[src/rtl/parity_zero_flags.sv]
// parity_zero_flags
//   Registered PF / ZF / SF detection for the execute stage. Takes the ALU
//   result word and operand size and produces the x86 parity, zero and sign
//   flags one cycle later for the EFLAGS update logic.
//
// Ports
//   clk        in   1   clock, rising edge
//   rst_n      in   1   asynchronous active-low reset
//   valid_in   in   1   in/op_size valid this cycle
//   in         in  32   ALU result word
//   op_size    in   2   0 = 8-bit, 1 = 16-bit, 2 = 32-bit, 3 = reserved
//   valid_out  out  1   registered valid_in
//   pf         out  1   parity of in[7:0] (even -> 1), 0 for reserved size
//   zf8        out  1   in[7:0]  == 0
//   zf16       out  1   in[15:0] == 0
//   zf32       out  1   in[31:0] == 0
//   zf         out  1   zero flag for the selected size, 0 for reserved
//   sf         out  1   sign bit for the selected size, 0 for reserved
module parity_zero_flags (
    input  logic        clk,
    input  logic        rst_n,
    input  logic        valid_in,
    input  logic [31:0] in,
    input  logic [1:0]  op_size,
    output logic        valid_out,
    output logic        pf,
    output logic        zf8,
    output logic        zf16,
    output logic        zf32,
    output logic        zf,
    output logic        sf
);

    logic pf_next;
    logic zf8_next;
    logic zf16_next;
    logic zf32_next;
    logic zf_next;
    logic sf_next;

    always_comb begin
        zf8_next  = ~|in[7:0];
        zf16_next = ~|in[15:0];
        zf32_next = ~|in[31:0];
        // Parity always looks at the low byte only; the reserved size forces 0.
        pf_next   = 1'b0;
        zf_next   = 1'b0;
        sf_next   = 1'b0;
        case (op_size)
            2'd0: begin
                pf_next = ~^in[7:0];
                zf_next = zf8_next;
                sf_next = in[7];
            end
            2'd1: begin
                pf_next = ~^in[7:0];
                zf_next = zf16_next;
                sf_next = in[15];
            end
            2'd2: begin
                pf_next = ~^in[7:0];
                zf_next = zf32_next;
                sf_next = in[31];
            end
            default: begin
                pf_next = 1'b0;
                zf_next = 1'b0;
                sf_next = 1'b0;
            end
        endcase
    end

    always_ff @(posedge clk or negedge rst_n) begin
        if (!rst_n) begin
            valid_out <= 1'b0;
            pf        <= 1'b0;
            zf8       <= 1'b0;
            zf16      <= 1'b0;
            zf32      <= 1'b0;
            zf        <= 1'b0;
            sf        <= 1'b0;
        end else begin
            valid_out <= valid_in;
            // Flags keep the last valid result while the stage is idle.
            if (valid_in) begin
                pf   <= pf_next;
                zf8  <= zf8_next;
                zf16 <= zf16_next;
                zf32 <= zf32_next;
                zf   <= zf_next;
                sf   <= sf_next;
            end
        end
    end

endmodule

[config.mk]
export PLATFORM = sky130hd
export DESIGN_NAME = parity_zero_flags
export DESIGN_NICKNAME = d
export VERILOG_FILES = /design/src/rtl/parity_zero_flags.sv
export SDC_FILE = /design/constraint.sdc
export NUM_CORES = 1
export LEC_CHECK = 0
export CAP_MARGIN = 20
export CORE_MARGIN = 1.5
export CORE_UTILIZATION = 30
export DETAILED_ROUTE_END_ITERATION = 7
export DONT_BUFFER_PORTS = 1
export GPL_ROUTABILITY_DRIVEN = 0
export RECOVER_POWER = 100
export SLEW_MARGIN = 20
export SYNTH_ARGS = -nofsm -noshare
export SYNTH_HDL_FRONTEND = slang
export SYNTH_SLANG_ARGS = --single-unit
export TNS_END_PERCENT = 20
[constraint.sdc]
create_clock -name clk -period 1.2 [get_ports clk]
set_clock_uncertainty 0.2 [all_clocks]
set_input_delay 0.24 -clock clk [delete_from_list [all_inputs] [get_ports clk]]
set_output_delay 0.24 -clock clk [all_outputs]
set_load 0.05 [all_outputs]
==> results of run 1 <==
-- cell families after synthesis --
logic type	Yosys count	share of synthesized area
adder cells (fa/ha/maj)	4	0.1084
flip-flops	7	0.3794
AO/OA/AOI/OAI	9	0.1247
XOR/XNOR	3	0.05692
multiplexers	2	0.04607
buffers and inverters	13	0.1084
AND/OR/NAND/NOR	13	0.1762
-- placed cells by master, fill, tap and decap left out, types with 2 or more instances in the layout --
master and n:
a21oi_1 2, buf_12 4, clkbuf_4 4, dfrtp_1 5
dfrtp_2 2, dlygate4sd3_1 6, ha_4 4, inv_1 6
inv_2 2, inv_4 2, nor2_1 2, nor4_1 5
o21ai_0 2
-- power by group --
part | switching [mW] | internal [mW] | total, mW | leakage, nW
clock | 0.0810 | 0.127 | 0.208 | 0.0150
combinational | 0.111 | 0.141 | 0.252 | 0.210
sequential | 0.0348 | 0.255 | 0.290 | 0.0888
-- per-stage QoR --
stage | TNS, ns | hold slack (ns) | instance area, um2
after global placement | -0.5419 | -0.2554 | 649.4
after detailed placement | -0.5775 | -0.2554 | 649.4
after global routing | -0.5080 | 0.02564 | 749.5
after CTS | -0.2830 | -0.1817 | 732.0
after floorplan | -0.2767 | -0.2556 | 540.5
final | -0.3299 | -0.01450 | 749.5
-- metal layers --
metal / up-vias / part of all wire
met3: 2 / 0.045
met2: 18 / 0.57
li1: 208 / -
met1: 199 / 0.37
met5: - / 0
met4: 0 / 0.015
-- worst paths after layout --
kind                          start  endpoint  slack, ns
min in group asynchronous     rst_n      zf16       0.12
setup reg to reg                 pf        pf       0.18
hold reg to reg                zf16      zf16       0.36
setup / recovery           valid_in        pf       -0.1
hold / removal             valid_in       zf8      -0.01
max in group asynchronous     rst_n        sf       0.42
-- sequential cells by signal (all words and copies together), names as in the netlist --
signal / count
valid_out: 1
zf8: 1
zf: 1
zf32: 1
pf: 1
zf16: 1
sf: 1
-- layout make-up --
cell class	instances	area share
well taps	15	0.02504
clock buffers	4	0.03506
inverters	12	0.08347
multi-input cells	31	0.4073
flip-flops and latches	7	0.2371
repair buffers	12	0.2120
-- timing repair --
action                                  CTS  global route
endpoints found under the setup margin    7             8
gates cloned                              0             0
hold buffers                              5             1
pin swaps                                 0             0
resized for setup                         3             1
endpoints found under the hold margin    14             5
==> flow_summary.ini, run 1 <==
[run_status]
status = finished, violations left
violations = hold timing, setup timing

[routing]
drtIter0Drc = 4
num_vias = 427
routedWlPerCell_um = 12.84
drt-pass1-iter-count = 2
drt_wl_total_um = 1040
drcViolationCount = 0
ant_nets = 0
routed_via_density = 5.272

[layout]
fillers = 134
diodes = 0
seq_area_um2 = 177.7
stdcell_count = 81
final_nets = 108
fin_util = 0.5485
multiInputGateArea_um2 = 305.3
area_growth_pct = 62.33
drive_gt1_frac = 0.3788

[worst_hold_path]
holdPathStages = 2
worstHoldPathType = primary input to flop

[sta]
rsz0062_at_grt = true
whs_ns = -0.01450
setup_viol = 6
slew_headroom = 0.7901
min_period_ns = 1.297
setup_slack_ns = -0.09685
maxSlewViolCount = 0
clock.fmax_ghz = 0.7711
worst_slew_pin_slew_ns = 0.3138
fin_crit_sh = 1.081
hold_viol = 1

[clocking]
cts_root_buf = clkbuf_4
cts_buffers = 3
cts_max_level = 1
cts_tree = done
clkSlewWorstSetupHoldPaths_ns = 0.05
post-cts-setup-buffers = 0
numClockSinks = 7
insertion_delay_ns = 0.25
clock_path_buffers = 2

[pwr]
finalPower_mw = 0.7492
power_leakage_nw = 0.3137
vdd_ir_drop_max_v = 0.0004535
powerDensity_mw_per_mm2 = 999.7

[logic_synthesis]
synth_seq_cells = 7
synth_top_cell_by_area = dfrtp_1
yosysMostFrequentCell = inv_1
ys.flop_type = dfrtp_1
synthDistinctLibCells = 23
synth_edf_count = 0
yosysTopAreaCellShare = 0.3794
syn_inst = 51
avgSynthCellArea_um2 = 9.053
synthesis.area_um2 = 461.7
synth.area.top_cells = dfrtp_1 38%, ha_1 11%, inv_1 9.8%, nor4_1 6.8%, xnor2_1 3.8%
synth_warnings = 0
synthArstFlopShare = 1.000
synth_common_cells = 12 x inv_1, 7 x dfrtp_1, 5 x nor4_1
synth_nets = 92
ys_seq_area_frac = 0.3794

[placement]
place_ws_ns = -0.2570
io_buffer_count = 0
dp_hpwl_um = 907.2
dp_cells = 71

[global_route]
grt_pass1_wl_um = 1766
first_global_vias = 455
grt_max_degree = 10
antenna_found_initial = 0
top_usage_layer = met2
use_met2 = 0.2092
use_met1 = 0.1500
grt_remaining_overflow = 0
grt_util_met3 = 0.004310
grt_usage = 0.1278

[setup_path]
worstPathMaxFanout = 6
path_cells = dlygate4sd3_1, mux2_4
start_kind = primary input
slowest_delay_ns = 0.67
critPathSlowestCell = dlygate4sd3_1
r2r_cells = 1
crit_type = primary input to flop
required_ns = 1.13
critPathBufInv = 1
endpoint_kind = flop
cp.depth = 2
crit_family = buffers and inverters
cp.arrival_ns = 1.23

[die]
dieArea_mm2 = 0.001783
ios = 44
die_y_um = 42.23
start_util = 0.3379
rows = 13
die_w_um = 42.23
core-area_mm2 = 0.001366

[flow_run]
cap_viol_max_count = 0
Power figures use the tool's default switching activity.
==> run 2, diff against run 1 <==
TNS_END_PERCENT = 100   (was 20)
==> run 2 against run 1 <==
Compared with the run above:
- design area increased by 12%
- largest power group is now combinational logic
- the run still ends with hold timing, setup timing left
- largest cell class unchanged
- sequential share of layout area decreased by 2.5 points
- wire length grew 28%
- non-clock buffer count is 6 higher
- count of clock-buffer cells in the layout is 1 lower
- hold slack worse by 0.17 ns
==> flow_summary.ini, run 2 (same netlist as run 1, synthesis figures left out) <==
[run_status]
status = finished, violations left
violations = hold timing, setup timing

[setup_path]
critPathBufInv = 1
critPathSlowestCell = dfrtp_1
path_cells = buf_12
crit_type = flop to primary output
slowest_delay_ns = 0.41
crit_family = flip-flops
required_ns = 0.76
endpoint_kind = primary output
start_kind = flop
worstPathMaxFanout = 2
cp.arrival_ns = 0.82

[die]
rows = 13
core-area_mm2 = 0.001366
die_w_um = 42.23
ios = 44
start_util = 0.3379
die_y_um = 42.23
dieArea_mm2 = 0.001783

[sta]
min_period_ns = 1.262
hold_viol = 5
setup_slack_ns = -0.06175
whs_ns = -0.1828
worst_slew_pin_slew_ns = 0.3241
rsz0062_at_grt = true
maxSlewViolCount = 0
setup_viol = 7
clock.fmax_ghz = 0.7925
slew_headroom = 0.7832
fin_crit_sh = 1.051

[clocking]
clock_path_buffers = 2
clkSlewWorstSetupHoldPaths_ns = 0.06
cts_buffers = 3
hold_buffers = 5
cts_max_level = 1
cts_root_buf = clkbuf_4
numClockSinks = 7
cts_tree = done
insertion_delay_ns = 0.25

[routing]
drt_wl_total_um = 1326
num_vias = 460
routedWlPerCell_um = 15.24
ant_nets = 0
drt-pass1-iter-count = 4
drcViolationCount = 0
routed_via_density = 5.287
drtIter0Drc = 5

[placement]
io_buffer_count = 0
place_area_um2 = 691.9
dp_cells = 73
dp_hpwl_um = 1049

[global_route]
top_usage_layer = met2
grt_max_degree = 10
grt_usage = 0.1577
first_global_vias = 419
grt_remaining_overflow = 0
grt_util_met3 = 0.03448
grt_pass1_wl_um = 2056
antenna_found_initial = 0
use_met1 = 0.1623
use_met2 = 0.2862

[pwr]
power.net_switching_mw = 0.2406
powerDensity_mw_per_mm2 = 946.0
intPower_mw = 0.5524
vdd_ir_drop_max_v = 0.0004263
p_seq_frac = 0.344
combPwrFrac = 0.388
power_leakage_nw = 0.3492
p_sw_frac = 0.3034
p_clk_frac = 0.269

[layout]
layout_common_cells = 6 x buf_4, 5 x inv_4, 5 x clkbuf_4, 5 x dlygate4sd3_1, 5 x dfrtp_1
drive_gt1_frac = 0.5278
final_nets = 114
diodes = 0
stdcell_count = 87
final_area_um2 = 838.3
area_growth_pct = 81.57
final_common_cell = buf_4

[worst_hold_path]
worstHoldPathType = primary input to flop

[flow_run]
cap_viol_max_count = 0
[run 2: metrics by stage]
stage | TNS (ns) | setup WS (ns) | utilization | total power, mW
4_1_cts | -0.3085 | -0.06558 | 0.5733 | 0.7951
3_3_place_gp | -0.6366 | -0.2229 | 0.5064 | 0.5350
2_1_floorplan | -0.2416 | -0.1994 | - | 0.4474
5_1_grt | -0.4450 | -0.08486 | 0.6136 | 0.8410
6_report | -0.2368 | -0.06175 | 0.6136 | 0.7931
3_5_place_dp | -0.6778 | -0.2415 | 0.5064 | 0.5417
[run 2: worst paths after layout]
kind                            cells after the start  slack [ns]  startpoint        end
worst max-delay path                                1       -0.06          zf         zf
worst min-delay path                                0       -0.18    valid_in  valid_out
worst max register to register                      2        0.08          pf         pf
worst min register to register                      2        0.38         zf8        zf8
max in group asynchronous                           1        0.42       rst_n       zf32
min in group asynchronous                           1        0.12       rst_n         pf
[run 2: final cells by class]
cell class,instances,area [um2]
fillers,118,528.0
clock inverters,1,5.005
flip-flops and latches,7,177.7
clock buffers,3,22.52
well taps,15,18.77
multi-input cells,31,327.8
inverters,12,85.08
repair buffers,18,201.4
[run 2: power groups by stage]
stage / clock network, mW / registers, mW / logic, mW
4_1_cts: 0.221 / 0.273 / 0.301
3_5_place_dp: 0 / 0.279 / 0.262
5_1_grt: 0.238 / 0.274 / 0.330
6_report: 0.213 / 0.273 / 0.308
3_3_place_gp: 0 / 0.279 / 0.256
2_1_floorplan: 0 / 0.332 / 0.115
[run 2: routing by layer]
layer | part of all wire | wire length (um) | vias up
li1 | - | - | 220
met1 | 0.34 | 452 | 215
met2 | 0.58 | 765 | 23
met3 | 0.072 | 96 | 2
met4 | 0.0083 | 11 | 0
met5 | 0 | 0 | -
[run 2: repair_timing]
action,CTS,global route
resized for setup,3,4
buffers inserted,1,4
endpoints found under the hold margin,14,5
pin swaps,0,4
endpoints found under the setup margin,7,10
==> run 3, diff against run 2 <==
ABC_AREA = 1   (was not set)
==> run 3 against run 2 <==
Compared with the run above:
- count of clock-buffer cells in the layout up 1
- non-clock buffer count is 7 lower
- clock power decreased by 4%
- critical path depth did not move
- design area grew 3.1%
- core utilization down 16 points
- global-route usage fell by 2.6 points
- critical endpoint is now pf
- power down 4.4%
- the run ends with setup timing left
- sequential share of layout area down 0.35 points
- synthesized cell count grew 86%
==> flow_summary.ini, run 3 <==
[clocking]
cts_root_buf = clkbuf_4
cts_max_level = 1
cts_tree = done
clkSlewWorstSetupHoldPaths_ns = 0.05
insertion_delay_ns = 0.24
clock_path_buffers = 2
numClockSinks = 7
cts_buffers = 3

[setup_path]
endpoint_kind = primary output
rr_startpoint = zf32
slowest_delay_ns = 0.40
timing.rr.end = zf32
path_cells = buf_12
crit_family = flip-flops
worstPathMaxFanout = 2
critPathSlowestCell = dfrtp_1
start_kind = flop
critPathBufInv = 1
required_ns = 0.76
rrSetupSlack_ns = 0.19
cp.arrival_ns = 0.81
crit_type = flop to primary output
r2r_cells = 2

[placement]
place_ws_ns = -0.1136
dp_hpwl_um = 1114
io_buffer_count = 0

[global_route]
grt_pass1_wl_um = 2083
grt_usage = 0.1321
grt_remaining_overflow = 0
grt_max_degree = 8
first_global_vias = 536
antenna_found_initial = 0

[logic_synthesis]
synth_warnings = 0
synth_top_cell_by_area = dfrtp_1
synth_seq_cells = 7
yosysTopAreaCellShare = 0.2905
synth-compound-area-share = 0.05394
synth_top_family_by_area = simple AND/OR/NAND/NOR gates
synthXorXnorAreaFrac = 0.04357
synth_common_cells = 23 x nand2_1, 19 x inv_1, 17 x nor2_1
synthMuxAreaShare = 0
yosysMostFrequentCell = nand2_1
synth_nets = 136
synthesis.area_um2 = 603.1
synthArstFlopShare = 1.000
ys_seq_area_frac = 0.2905
synthDistinctLibCells = 18
ys.flop_type = dfrtp_1
yosys.area_share.adder = 0.08299
synth-simple-area-share = 0.3797
synth.area.top_cells = dfrtp_1 29%, nand2_1 14%, inv_1 12%, nor2_1 11%, ha_1 8.3%
synth_edf_count = 0
syn_inst = 95
avgSynthCellArea_um2 = 6.348

[worst_hold_path]
worstHoldEndpoint = zf8
holdPathStages = 3
holdCritStartpoint = valid_in
worstHoldPathType = primary input to flop

[routing]
routed_via_density = 4.153
drt-pass1-iter-count = 4
num_vias = 569
routedWlPerCell_um = 9.737
drcViolationCount = 0
drt_wl_total_um = 1334
drtIter0Drc = 8
ant_nets = 0

[die]
core-area_mm2 = 0.001922
rows = 16
start_util = 0.3138
dieArea_mm2 = 0.002288
ios = 44
die_y_um = 47.84
die_w_um = 47.84

[pwr]
finalPower_mw = 0.7584
vdd_ir_drop_max_v = 0.0003458
powerDensity_mw_per_mm2 = 877.1
power_leakage_nw = 0.4131

[layout]
layout_common_cells = 23 x nand2_1, 17 x nor2_1, 11 x inv_1
drive_gt1_frac = 0.3455
area_growth_pct = 43.36
final_common_cell = nand2_1
diodes = 0
final_nets = 152
fillers = 204

[sta]
clock.fmax_ghz = 0.8023
rsz0062_at_grt = true
setup_slack_ns = -0.04647
tns_ns = -0.1112
setup_viol = 7
fin_crit_sh = 1.039
hold_viol = 0
maxSlewViolCount = 0
min_period_ns = 1.246
worst_slew_pin_slew_ns = 0.3089
whs_ns = 0.01674
slew_headroom = 0.7934

[flow_run]
cap_viol_max_count = 0

[run_status]
violations = setup timing
status = finished, violations left
[run 3: changes by cell type after synthesis, sizes merged, moves of 3 or more]
cell   change
nor2      +19
nor4       -6
nand3      +3
inv       +12
nand2     +24
[run 3: cell type report]
cell class                 count  area, um2  area share
clock buffer                   4      26.28     0.03039
tap                           27      33.78     0.03907
sequential                     7      180.2      0.2084
timing repair buffer          11      121.4      0.1404
multi-input combinational     64      382.9      0.4428
inverter                      24      120.1      0.1389
[run 3: what timing repair did]
item | CTS | global route
gates cloned | 0 | 0
resized for setup | 5 | 1
buffers inserted | 2 | 0
endpoints found under the setup margin | 7 | 8
hold endpoints to repair | 14 | 0
hold buffers | 4 | 0
[run 3: power breakdown]
group	internal (mW)	leakage, nW	switching, mW
sequential	0.258	0.0845	0.0472
clock	0.126	0.0150	0.0782
combinational	0.128	0.314	0.121
total	0.512	0.413	0.246
[run 3: how the worst max path moves through the flow]
| stage | startpoint | end | cells after the start |
|---|---|---|---|
| 4_1_cts | pf | pf | 1 |
| 6_report | pf | pf | 1 |
| 5_1_grt | pf | pf | 1 |
| 3_5_place_dp | in[5] | zf | 10 |
| 2_1_floorplan | in[1] | zf | 10 |
| 3_3_place_gp | in[1] | zf | 10 |
[run 3: cell families (layout without fill, tap and decap cells)]
| group | Yosys count | count (layout) |
|---|---|---|
| AND/OR/NAND/NOR | 51 | 51 |
| buffers and inverters | 24 | 39 |
| flip-flops | 7 | 7 |
| AO/OA/AOI/OAI | 6 | 6 |
| adder cells (fa/ha/maj) | 4 | 4 |
| XOR/XNOR | 3 | 3 |
[run 3: layer usage]
| metal | wire length, um | global-route usage |
|---|---|---|
| met2 | 695 | 0.2293 |
| met3 | 123 | 0.03019 |
| met4 | 0 | 0.08649 |
| met1 | 515 | 0.1416 |
| met5 | 0 | 0 |
[run 3: through the flow]
step | area (um2) | instances | utilization
after floorplan | 683.2 | 95 | -
after global placement | 779.5 | 127 | 0.4056
after detailed placement | 779.5 | 127 | 0.4056
after CTS | 869.6 | 137 | 0.4525
after global routing | 864.6 | 137 | 0.4499
final | 864.6 | 137 | 0.4499
